===== src/rtl/fetch_pc_controller_pkg.sv =====
// fetch_pc_controller_pkg: shared fetch-stage types and constants
package fetch_pc_controller_pkg;
  localparam int PC_WIDTH = 32;
  localparam logic [PC_WIDTH-1:0] DEFAULT_RESET_VECTOR = 32'h0000_0000;
  typedef enum logic [1:0] {BOOT, RUN, HOLD, FAULT} fetch_state_t;
endpackage


===== src/rtl/fetch_pc_controller_next_pc_adder.sv =====
// next_pc_adder: sequential PC increment, modulo 2^PC_WIDTH
module next_pc_adder
  import fetch_pc_controller_pkg::*;
#(
  parameter int unsigned PC_STEP = 4
) (
  input  logic [PC_WIDTH-1:0] pc,
  output logic [PC_WIDTH-1:0] pc_next
);
  assign pc_next = pc + PC_WIDTH'(PC_STEP);
endmodule


===== src/rtl/fetch_pc_controller.sv =====
// fetch_pc_controller: next-PC selection with stall-held redirects, flushes and misalignment fault
module fetch_pc_controller
  import fetch_pc_controller_pkg::*;
#(
  parameter logic [PC_WIDTH-1:0] RESET_VECTOR = DEFAULT_RESET_VECTOR,
  parameter int unsigned         PC_STEP      = 4
) (
  input  logic                CLK,
  input  logic                RST,
  input  logic [PC_WIDTH-1:0] PC_Out,
  input  logic                Stall_F,
  input  logic                Redirect_E,
  input  logic [PC_WIDTH-1:0] Target_E,
  output logic [PC_WIDTH-1:0] PC_In,
  output logic                PC_En,
  output logic                Flush_D,
  output logic                Flush_E,
  output logic                Misaligned_Fault,
  output logic [31:0]         Redirect_Count
);
  fetch_state_t        state, state_nxt;
  logic                pend_valid, pend_valid_nxt;
  logic [PC_WIDTH-1:0] pend_target, pend_target_nxt, pc_seq;
  logic                aligned, fault_set, count_inc;

  next_pc_adder #(.PC_STEP(PC_STEP)) u_adder (.pc(PC_Out), .pc_next(pc_seq));

  assign aligned = Target_E[1:0] == 2'b00;

  // Next-PC selection, flush generation and next-state; a held redirect replays when the stall drops
  always_comb begin
    state_nxt       = state;
    pend_valid_nxt  = pend_valid;
    pend_target_nxt = pend_target;
    fault_set       = 1'b0;
    count_inc       = 1'b0;
    PC_In           = pc_seq;
    PC_En           = 1'b0;
    Flush_D         = 1'b0;
    Flush_E         = 1'b0;
    if (RST) PC_In = RESET_VECTOR;
    else
      case (state)
        BOOT: begin
          PC_In     = RESET_VECTOR;
          PC_En     = 1'b1;
          state_nxt = RUN;
        end
        RUN, HOLD: begin
          if (Redirect_E && (state == RUN || !Stall_F || !aligned)) begin
            Flush_D        = 1'b1;
            Flush_E        = 1'b1;
            pend_valid_nxt = 1'b0;
            if (aligned) begin
              PC_In     = Target_E;
              PC_En     = 1'b1;
              count_inc = 1'b1;
              state_nxt = RUN;
            end else begin
              fault_set = 1'b1;
              state_nxt = FAULT;
            end
          end else if (Redirect_E) begin
            pend_valid_nxt  = 1'b1;
            pend_target_nxt = Target_E;
            Flush_E         = 1'b1;
          end else if (Stall_F) state_nxt = HOLD;
          else begin
            PC_In          = pend_valid ? pend_target : pc_seq;
            PC_En          = 1'b1;
            Flush_D        = pend_valid;
            count_inc      = pend_valid;
            pend_valid_nxt = 1'b0;
            state_nxt      = RUN;
          end
        end
        default: ;
      endcase
  end

  // State, pending redirect, sticky fault and saturating redirect counter
  always_ff @(posedge CLK) begin
    if (RST) begin
      state            <= BOOT;
      pend_valid       <= 1'b0;
      pend_target      <= '0;
      Misaligned_Fault <= 1'b0;
      Redirect_Count   <= '0;
    end else begin
      state       <= state_nxt;
      pend_valid  <= pend_valid_nxt;
      pend_target <= pend_target_nxt;
      if (fault_set) Misaligned_Fault <= 1'b1;
      if (count_inc && Redirect_Count != 32'hFFFF_FFFF) Redirect_Count <= Redirect_Count + 32'd1;
    end
  end
endmodule


===== config.mk =====
export PLATFORM = sky130hd
export DESIGN_NAME = fetch_pc_controller
export DESIGN_NICKNAME = d
export VERILOG_FILES = /design/src/rtl/fetch_pc_controller_pkg.sv /design/src/rtl/fetch_pc_controller_next_pc_adder.sv /design/src/rtl/fetch_pc_controller.sv
export SDC_FILE = /design/constraint.sdc
export NUM_CORES = 1
export LEC_CHECK = 0
export CORE_UTILIZATION = 48
export CTS_CLUSTER_DIAMETER = 200
export CTS_CLUSTER_SIZE = 8
export DETAILED_ROUTE_END_ITERATION = 10
export PLACE_DENSITY = 0.81
export SYNTH_ARGS = -nofsm -noshare
export SYNTH_HDL_FRONTEND = slang
export SYNTH_SLANG_ARGS = --single-unit

===== constraint.sdc =====
create_clock -name CLK -period 2.2 [get_ports CLK]
set_input_delay 0.22 -clock CLK [delete_from_list [all_inputs] [get_ports CLK]]
set_output_delay 0.22 -clock CLK [all_outputs]
set_load 0.03 [all_outputs]

Word level (Yosys, flattened, before mapping)

Cells that the tools add are included.

Register bits after elaboration: 68
Input bits: 68

Add/subtract/negate cells: 2
Equality and inequality tests: 5
Mux-type cells: 37
Bitwise operators: 1
Reduce and logical (&&, ||, !) cells: 13

Operator list:

| operator                                                                | count |
|---|---|
| 32-bit two-way mux                                                      | 6 |
| 32-bit one-hot mux with 2 select lines                                  | 1 |
| 32-bit by 1-bit adder with 32-bit output, second input constant         | 1 |
| 32-bit by 3-bit adder with 32-bit output, second input constant         | 1 |
| 32-bit inequality test, second input constant                           | 1 |
| 1-bit two-way mux                                                       | 24 |
| 2-bit two-way mux                                                       | 4 |
| 2-bit zero test                                                         | 2 |
| 2-bit one-hot mux with 2 select lines                                   | 1 |
| 2-bit AND reduction                                                     | 2 |
| 3-bit by 1-bit inequality test with 1-bit output, second input constant | 1 |
| 3-bit inequality test, second input constant                            | 1 |
| 3-bit AND reduction                                                     | 1 |
| 2-bit by 1-bit == test with 1-bit output, second input constant         | 1 |
| 2-bit == test, second input constant                                    | 1 |
| 1-bit logical AND                                                       | 2 |
| 1-bit zero test                                                         | 2 |
| 1-bit logical OR                                                        | 2 |
| 1-bit one-hot mux with 2 select lines                                   | 1 |
| 2-bit nonzero test                                                      | 1 |
| 2-bit OR reduction                                                      | 1 |
| 1-bit inverter                                                          | 1 |

Longest topological paths before layout

Depth after elaboration: 8
Gate-level depth with buffers: 9
Mapped depth without buffers: 7

Cells and area by module

From an unflattened synthesis, not the netlist that was laid out.

Cells, all modules: 627
Area, all modules: 4433.0 sq um

By module, submodules not included:

| module              | instances | cells an instance | area an instance (sq um) | sequential area each (sq um) |
|---|---|---|---|---|
| fetch_pc_controller | 1         | 550               | 3856.2                   | 1361.3 |
| next_pc_adder       | 1         | 77                | 576.8                    | 0.0 |

Worst setup path after synthesis

No wires, ideal clock.

Kind: reg-to-output
Start: register state[1]
End: output port PC_In[23]
Arrival: 2.369 ns
Path slack: -0.389 ns
Cell stages (with the launch flop): 9
Cells stage by stage: dfxtp_1 -> inv_1 -> ha_1 -> nand2b_1 -> nand3_1 -> clkbuf_1 -> clkbuf_1 -> o221ai_1 -> a221oi_1

Cells in the longest elaborated chain, start to end: 7

Ends and longest elaborated chain:

| item                                       | line                                                 | source |
|---|---|---|
| start, declared                            | fetch_pc_controller.sv:21                            | `fetch_state_t state, state_nxt;` |
| start signal, assigned                     | fetch_pc_controller.sv:90                            | `state <= state_nxt;` |
| 2-bit by 1-bit == test with 1-bit output   | fetch_pc_controller.sv:43, fetch_pc_controller.sv:50 |  |
| 1-bit logical OR (2 in series)             | fetch_pc_controller.sv:50                            | `if (Redirect_E && (state == RUN \|\| !Stall_F \|\| !aligned)) begin` |
| 1-bit logical AND                          | fetch_pc_controller.sv:50                            |  |
| 32-bit two-way mux                         | fetch_pc_controller.sv:50                            |  |
| 32-bit one-hot mux with 2 select lines (*) | fetch_pc_controller.sv:43                            | `case (state)` |
| 32-bit two-way mux (*)                     | fetch_pc_controller.sv:41                            | `if (RST) PC_In = RESET_VECTOR;` |
| end, declared                              | fetch_pc_controller.sv:14                            | `output logic [PC_WIDTH-1:0] PC_In,` |

Every way passes the cells marked *; elsewhere a longest branch is shown, timed or not.

Worst setup path after layout

Start: register state[1]
End: output port PC_In[18]

Same word-level chain as after synthesis.

==> key figures <==
Run status
  – Status: complete, but fails checks
  – Failing checks: negative setup slack

Floorplan
  – Area of the core: 9196 sq um
  – Die area: roughly 9800 sq um
  – Initial Util: approximately 50%
  – Row cnt: 35
  – DIE WIDTH: a little under 100 um
  – Ports: about 140
  – Die height: 99.10 um

Yosys
  – Post-Syn Area: ~4500 sq um
  – Top-area cell type share of the netlist area: between 30% and 40%
  – Synth top area cells: dfxtp_1 (30%), nand2_1 (7.1%), a21oi_1 (5.8%)
  – YS warnings: 0
  – Post-synth top area cell: dfxtp_1
  – Syn_nets: about 650
  – Yosys reg bits: 68
  – Async SR Flop Fraction: 0%
  – Number of synthesized flops with an enable pin: 0
  – Mean Syn Cell Area: 7.816 sq um
  – Top_reg_cell synth: dfxtp_1
  – Distinct cells, synth: 56
  – Post-synth top cells: nand2_1 (86), dfxtp_1 (68), a21oi_1 (52)
  – Seq/Total Area, Yosys: 30.08%
  – Post-synthesis cell count: around 580
  – Count leader, synth: nand2_1

Timing
  – Final min period: 2486 ps
  – Final setup viols: 38
  – Period utilisation layout: 113.0%
  – Rel. slew slack: between 30% and 40%
  – Measured slew at the worst slew-check pin: around 930 ps
  – Worst hold margin: 462.7 ps
  – RSZ-0062 raised after global routing: yes
  – Final Hold Viols: 0
  – Final slew viol count: 0
  – Worst Skew: around 16 ps
  – Total negative slack: -5026 ps
  – Max Fclk: approximately 0.4 GHz
  – Setup WS post-layout: -285.8 ps

Clocking
  – CTS tree: done
  – CTS Sinks: between 60 and 70
  – Max clock buf depth: 2
  – CTS Buf Count: 9
  – H-tree depth: 3
  – Clock Latency Late Sink: between 300 and 400 ps
  – # hold bufs at CTS: 0
  – Root buf cell: clkbuf_8
  – Clock transition at the registers of the reported paths: approximately 70 ps

Power
  – Worst vdd ir: 329.2 uV
  – Cell area power density: roughly 480 nW/um^2
  – Leak pwr: between 3 and 4 nW

Min path
  – Hold Path Class: reg -> reg
  – Hold path endpoint: pend_target[6]$_SDFFE_PP0P_
  – Hold wc startpoint: pend_target[6]$_SDFFE_PP0P_
  – Hold Path Depth: 2

Final layout
  – Fin area: a little over 8000 sq um
  – Synth-to-layout area growth: 78.93%
  – Post-Layout Cell Count: roughly 900
  – Share of layout cells above drive strength 1: about 40%
  – Net count, final: slightly below 900

Setup path
  – RR Startpoint: state[1]$_SDFFE_PP0P_
  – Worst-path maximum fanout: 7
  – Critical path startpoint category: register
  – Critical path class: reg -> out
  – R2R Path End: pend_target[25]$_SDFFE_PP0P_
  – Critical path capture point type: output port
  – Arr. time, crit path: approximately 2300 ps
  – Worst endpoint required time: approximately 2000 ps
  – Worst R2R Path Depth: 9
  – Reg-to-reg setup timing slack: -40 ps

Drt
  – Highest routed layer: met4
  – Via count: 6317
  – Pre-antenna DRT Iters: 7
  – DR WL met3: ~2.5 mm
  – Final WL: ~23 mm
  – Final ANT Viol Nets: 0
  – Vias per cell: ~6.8
  – DRT iter0 DRCs: roughly 530
  – WL met2: around 11 mm
  – Avg WL per Cell: approximately 24 um
  – M1 WL: 7.519 mm
  – Post-route DRC: 0

Global routing
  – Tot GR Track Use: 35.18%
  – Pin count of the biggest net entering global routing: 107
  – Vias in the first global route: 5607
  – Initial antenna violation count: 1
  – Grt ovf: 0
  – First-pass GRT wire length: roughly 27 mm

Placement
  – Post-DP Area: approximately 6700 sq um
  – Post-Place Cells: just under 900
  – GPL Wtd Cong: between 0.9 and 1
  – DP Wirelength: between 10 and 15 mm
  – Pre-CTS setup slack: -318.6 ps
  – PortBufs: 135

Flow run
  – # Max-Cap Violations: 0
==> repair_timing <==
action	4_1_cts	5_1_grt
buffers inserted	14	17
resized for setup	127	70
endpoints found under the setup margin	33	46
pin swaps	35	40
hold endpoints to repair	0	0
gates cloned	3	5
==> logic make-up after synthesis <==
logic type                 count (synthesis)  share of synthesized area, %
AOI/OAI and AO/OA                        160                         25.10
xor gates and xnor gates                  28                         5.419
adders and majority gates                  5                         1.382
buffers and inverters                     65                         6.414
DFF                                       68                         30.08
muxes                                     11                         2.737
and+or+nand+nor                          242                         28.86
==> layout make-up <==
| cell class | count | area (sq um) |
|---|---|---|
| Antenna cell | 2 | 5.005 |
| Clock buffer | 10 | 137.6 |
| Clock inverter | 6 | 63.81 |
| Fill cell | 404 | 1099 |
| Inverter | 16 | 67.56 |
| Multi-Input combinational cell | 448 | 3811 |
| Sequential cell | 68 | 1368 |
| Tap cell | 111 | 138.9 |
| Timing Repair Buffer | 263 | 2506 |
==> critical path, cell delays in order (launching register included) <==
cell and delay [ps]:
dfxtp_2 360, inv_4 50, ha_4 170, nand2b_4 160
nand3_4 180, buf_8 160, o221ai_1 170, a221oi_2 430
buf_4 240
==> cells in the final DEF, fill, tap and decap left out, types with 5 or more instances in the layout <==
master	netlist	final
clkbuf_8	0	10
buf_12	0	11
a21oi_1	52	46
or3_1	6	6
nand3_1	22	20
o21ai_0	10	5
nor4_4	1	7
o31ai_1	13	13
dlygate4sd2_1	0	27
a22o_1	5	5
a221oi_4	0	11
dfxtp_1	68	65
and3_1	8	5
a221oi_2	0	14
buf_6	4	26
nor2_1	34	30
buf_4	3	119
mux2_2	5	5
xor2_1	9	8
clkdlybuf4s50_1	0	71
nand2_1	86	83
nand3_4	2	5
or4_1	13	10
nor2b_1	12	10
o221ai_2	0	11
xnor2_1	19	14
nor3_2	0	6
nor4_2	6	6
nand4_1	14	14
xnor2_2	0	5
mux2_1	6	6
o221ai_1	27	14
inv_1	16	14
==> metrics by stage <==
step / total power [W] / util, %
after detailed placement: 0.002360 / 73.09
final: 0.003859 / 88.05
after global routing: 0.003945 / 88.03
after floorplan: 0.001878 / -
after CTS: 0.003501 / 81.32
after global placement: 0.002341 / 73.09
==> power breakdown <==
group / internal, W / switching, W
clock network: 0.000553 / 0.000540
logic: 0.000690 / 0.000817
registers: 0.00124 / 0.0000160
==> routing by layer <==
layer	vias up	track usage, %
met5	-	0
met4	0	19.91
met3	196	9.206
met2	537	62.83
met1	2940	37.79
li1	2644	-
==> worst max-delay path by stage <==
stage / start / slack [ps] / cells after the start / end
floorplan: state[0]$_SDFFE_PP0P_ / -140 / 6 / PC_In[10]
global placement: PC_Out[9] / -220 / 8 / PC_In[29]
detailed placement: PC_Out[10] / -320 / 8 / PC_In[29]
CTS: state[1]$_SDFFE_PP0P_ / -70 / 10 / PC_In[18]
global route: state[1]$_SDFFE_PP0P_ / -470 / 8 / PC_In[18]
finish: state[1]$_SDFFE_PP0P_ / -290 / 8 / PC_In[18]
==> sequential cells by signal (all words and copies together), names as in the netlist <==
| name | flops |
|---|---|
| Misaligned_Fault | 1 |
| Redirect_Count | 32 |
| pend_target | 32 |
| pend_valid | 1 |
| state | 2 |
Note: power is estimated with default switching activity, not from simulation.
